--- config.mk ---
export PLATFORM = sky130hd
export DESIGN_NAME = word_serializer
export DESIGN_NICKNAME = d
export VERILOG_FILES = /design/src/rtl/word_serializer.sv
export SDC_FILE = /design/constraint.sdc
export NUM_CORES = 1
export LEC_CHECK = 0
export ABC_AREA = 1
export CORE_MARGIN = 2
export CORE_UTILIZATION = 49
export DETAILED_ROUTE_END_ITERATION = 8
export PLACE_DENSITY_LB_ADDON = 0.08
export REMOVE_ABC_BUFFERS = 1
export SLEW_MARGIN = 15
export SYNTH_ARGS = -nofsm -noshare
export SYNTH_HDL_FRONTEND = slang
export SYNTH_SLANG_ARGS = --single-unit
export TNS_END_PERCENT = 1
--- constraint.sdc ---
create_clock -name clock -period 2.3 [get_ports clock]
set_clock_uncertainty 0.1 [all_clocks]
set_input_delay 0.69 -clock clock [delete_from_list [all_inputs] [get_ports clock]]
set_output_delay 0.69 -clock clock [all_outputs]
set_load 0.01 [all_outputs]
--- src/rtl/word_serializer.sv ---
// Parallel-to-serial converter: captures an N-bit word and emits it as N/W chunks,
// least-significant first, under valid/ready handshakes on both sides.
module word_serializer #(
    parameter int N = 32,
    parameter int W = 8
) (
    input  logic         clock,
    input  logic         reset,
    input  logic [N-1:0] d,
    input  logic         load_valid,
    output logic         load_ready,
    output logic [W-1:0] ser_out,
    output logic         ser_valid,
    input  logic         ser_ready,
    output logic         ser_last,
    output logic [15:0]  word_count
);

    localparam int CHUNKS = (W > 0) ? N / W : 1;
    localparam int IW     = (CHUNKS > 1) ? $clog2(CHUNKS) : 1;
    localparam logic [IW-1:0] LAST_IDX = IW'(CHUNKS - 1);

    if (W < 1) begin : g_bad_chunk
        $error("word_serializer: W must be at least 1");
    end else if ((N % W) != 0 || N < W) begin : g_bad_ratio
        $error("word_serializer: N must be a non-zero integer multiple of W");
    end

    typedef enum logic {
        IDLE,
        SHIFT
    } state_t;

    state_t        state_q, state_d;
    logic [N-1:0]  shift_q, shift_d;
    logic [IW-1:0] idx_q, idx_d;
    logic [15:0]   count_q, count_d;
    logic          xfer;
    logic          load;

    always_comb begin
        // NOTE: every signal gets a default first so no path leaves it unassigned, which would infer a latch.
        state_d    = state_q;
        shift_d    = shift_q;
        idx_d      = idx_q;
        count_d    = count_q;
        ser_valid  = 1'b0;
        load_ready = 1'b0;
        ser_last   = 1'b0;

        case (state_q)
            IDLE: begin
                load_ready = 1'b1;
            end
            SHIFT: begin
                ser_valid  = 1'b1;
                ser_last   = (idx_q == LAST_IDX);
                load_ready = ser_last && ser_ready;
            end
            default: ;
        endcase

        // The block must refuse words for as long as reset is held, not just after an edge.
        if (reset) begin
            load_ready = 1'b0;
        end

        xfer = ser_valid && ser_ready;
        load = load_valid && load_ready;

        if (xfer) begin
            shift_d = shift_q >> W;
            idx_d   = idx_q + 1'b1;
            if (ser_last) begin
                idx_d   = '0;
                count_d = count_q + 16'd1;
                state_d = IDLE;
            end
        end

        // A load on the final chunk's transfer overrides the return to IDLE: no bubble.
        if (load) begin
            shift_d = d;
            idx_d   = '0;
            state_d = SHIFT;
        end
    end

    assign ser_out    = shift_q[W-1:0];
    assign word_count = count_q;

    // NOTE: sequential state uses non-blocking assignments so every register samples pre-edge values.
    always_ff @(posedge clock or posedge reset) begin
        if (reset) begin
            state_q <= IDLE;
            // NOTE: the shift register is reset, not just the state, because ser_out must read 0 during reset.
            shift_q <= '0;
            idx_q   <= '0;
            count_q <= '0;
        end else begin
            state_q <= state_d;
            shift_q <= shift_d;
            idx_q   <= idx_d;
            count_q <= count_d;
        end
    end

endmodule

==> flow_summary.json <==
{
  "ys_types": 21,
  "use_met1_pct": 26.3,
  "synth_top_cell_by_area": "dfrtp_1",
  "route.detailed.drc": 0,
  "switchingPower_mw": 1.00,
  "grt_setup_unrepaired": "false",
  "cts_buffers": 5,
  "fin_tns_setup_ps": 0,
  "clockBufferDepth": 2,
  "crit_fanout": 2,
  "nNetsFinal": 399,
  "use_met3_pct": 3.55,
  "max_freq_mhz": 458,
  "synth-xor-area-share_pct": 3.41,
  "maxCapViolCount": 0,
  "core_area_sq_um": 5070,
  "initial_core_util_pct": 50.6,
  "final_core_util_pct": 66.5,
  "cp_num_buf_inv": 2,
  "synth_area_per_cell_sq_um": 8.47,
  "grt_antenna_before_repair": 0,
  "synth_simple_gate_area_share_pct": 34.6,
  "grt_max_degree": 52,
  "fin_crit_sh_pct": 94.8,
  "yosys-top-cells-area": "dfrtp_1, nand3_1, nand2_1",
  "met2_usage_pct": 34.0,
  "gp_congestion": 0.839,
  "finalHoldViolCount": 0,
  "wire_per_inst_um": 12.9,
  "cellPowerDensity_nw_per_um2": 933,
  "leakage_nw": 1.65,
  "synth_fa_ha_area_share_pct": 0.975,
  "finalCriticalPeriod_ps": 2180,
  "drive_above_1_share_pct": 9.12,
  "crit_family": "buffers and inverters",
  "syn_area_sq_um": 2570,
  "drt-initial-drc-count": 132,
  "totalWireLength_um": 5580,
  "clkPwrFrac_pct": 22.9,
  "place_area_sq_um": 3210,
  "grt_usage_pct": 20.0,
  "busiest_layer": "met2",
  "startpoint_type": "primary input",
  "min_path_type": "flip-flop to flip-flop",
  "num_antenna_cells": 0,
  "clk_root_buffer_cell": "clkbuf_8",
  "crit_arrival_ps": 1390,
  "ys_ff_latch": 51,
  "final_area_sq_um": 3370,
  "critical-path-slowest-cell": "a21oi_4",
  "slew_headroom_pct": 57.8,
  "die_area_sq_um": 5830,
  "max_stage_delay_ps": 230,
  "cts_hold_buf": 0,
  "grt_first_pass_wirelength_um": 9460,
  "place_hpwl_um": 3890,
  "die_y_um": 76.4,
  "switching_share_pct": 31.8,
  "pwr-share-seq_pct": 43.6,
  "overflow": 0,
  "fill_cells": 447,
  "syn2layout_area_growth_pct": 31.4,
  "postRouteAntennaNets": 0,
  "required_ps": 1510,
  "p_int_mw": 2.15,
  "tightest_slew_ps": 633,
  "max-vdd-ir-drop_mv": 0.549,
  "setup_viol": 0,
  "path_class": "primary input to output port",
  "crit_path_end_kind": "output port",
  "ys.warnings.count": 0,
  "muxShareOfSynthArea_pct": 0,
  "htree_levels": 2,
  "yosysTopAreaCellShare_pct": 49.7,
  "power_frac_comb_pct": 33.5,
  "rows": 26,
  "synth_compound_area_share_pct": 1.27,
  "cts_tree": "built",
  "clock_latency_ps": 300,
  "clkTransAtPathRegs_ps": 90,
  "vias": 2221,
  "grt_pass1_vias": 2029,
  "clkSinkCount": 51,
  "synth_top_family_by_area": "simple AND/OR/NAND/NOR gates",
  "cp_cell_sequence": "dlygate4sd2_1 > nand3_2 > a21oi_4 > buf_6",
  "final-max-slew-violation-count": 0,
  "die_x_um": 76.4,
  "outcome": "completed",
  "drt_first_pass_iters": 4,
  "io_buffers": 62,
  "whs_ps": 406,
  "ios": 63,
  "postSynthCellCount": 303,
  "routed_via_density": 5.14,
  "ys_seq_area_share_pct": 49.7
}
[layout make-up]
cell class                      count  area [sq um]  area share (%)
Clock buffer                        6          72.6            2.15
Clock inverter                      2          60.1            1.78
Inverter                           23          86.3            2.56
Multi-Input combinational cell    202          1040            30.7
Sequential cell                    51          1280            37.8
Tap cell                           70          87.6            2.60
Timing Repair Buffer               78           754            22.4
[what timing repair did]
| item | CTS | global route |
|---|---|---|
| endpoints found under the setup margin | 2 | 1 |
| buffers inserted | 2 | 1 |
| gates resized for setup | 8 | 1 |
| pin swaps | 1 | 0 |
[through the flow]
step / total power [mW] / std cells / setup WS (ps)
after floorplan: 1.90 / 276 / -1070
after global placement: 2.39 / 421 / -562
after detailed placement: 2.43 / 421 / -561
after CTS: 3.17 / 431 / 6.40
after global routing: 3.37 / 432 / 55.5
final: 3.15 / 432 / 119
[registers in the layout, indices dropped and copies added (netlist names)]
| register | count |
|---|---|
| idx_q | 2 |
| state_q | 1 |
| shift_q | 32 |
| word_count | 16 |
[kinds of logic (layout without fill, tap and decap cells)]
kind of cell | Yosys count | in the layout
compound gates | 3 | 3
xor+xnor | 10 | 10
fa+ha+maj | 2 | 2
buf+inv | 50 | 109
flops | 51 | 51
simple gates | 187 | 187
[worst min-delay path: stages (launching register included)]
cell and delay (ps):
dfrtp_1 350, nand3_1 70, nand2_1 50
[metal layers]
layer,wire length [um],vias to the layer above
met5,0,-
met4,21,0
met3,216,2
met2,2880,56
met1,2460,1051
li1,-,1112
[placed cells by master, fill, tap and decap left out, types with 2 or more instances in the layout]
cell	n
nand3_1	117
clkdlybuf4s50_1	58
dfrtp_1	51
nand2_1	45
inv_1	20
buf_4	15
nor2_1	14
xor2_1	5
xnor2_1	5
clkbuf_8	5
nor3_1	4
nand4_1	3
nand3_2	2
inv_2	2
nor2_4	2
bufinv_16	2
dlygate4sd2_1	2
[cell usage after synthesis (all sizes together)]
| library cell | instances |
|---|---|
| nand3 | 119 |
| clkbuf | 8 |
| a21oi | 1 |
| o21ai | 1 |
| o21bai | 1 |
| nor3 | 4 |
| buf | 19 |
| nor2 | 16 |
| inv | 22 |
| nand2 | 45 |
| clkinv | 1 |
| xnor2 | 5 |
| nand4 | 3 |
| dfrtp | 51 |
| xor2 | 5 |
| ha | 2 |
[power groups by stage]
stage,Combinational [mW],Clock [mW],Sequential [mW]
6_report,1.05,0.721,1.37
5_1_grt,1.18,0.781,1.41
4_1_cts,1.06,0.739,1.37
3_5_place_dp,1.04,0,1.39
3_3_place_gp,1.01,0,1.37
2_1_floorplan,0.502,0,1.40
[worst paths after layout]
check / slack (ps) / to / startpoint / depth (start not counted)
max reg2reg: 480 / shift_q[19] / idx_q[0] / 9
min reg2reg: 410 / shift_q[30] / shift_q[30] / 2
max: 120 / load_ready / ser_ready / 4
max in group asynchronous: 1010 / shift_q[1] / reset / 3
min in group asynchronous: 670 / word_count[8] / reset / 3
min: 410 / shift_q[30] / shift_q[30] / 2
Power figures use the tool's default switching activity.
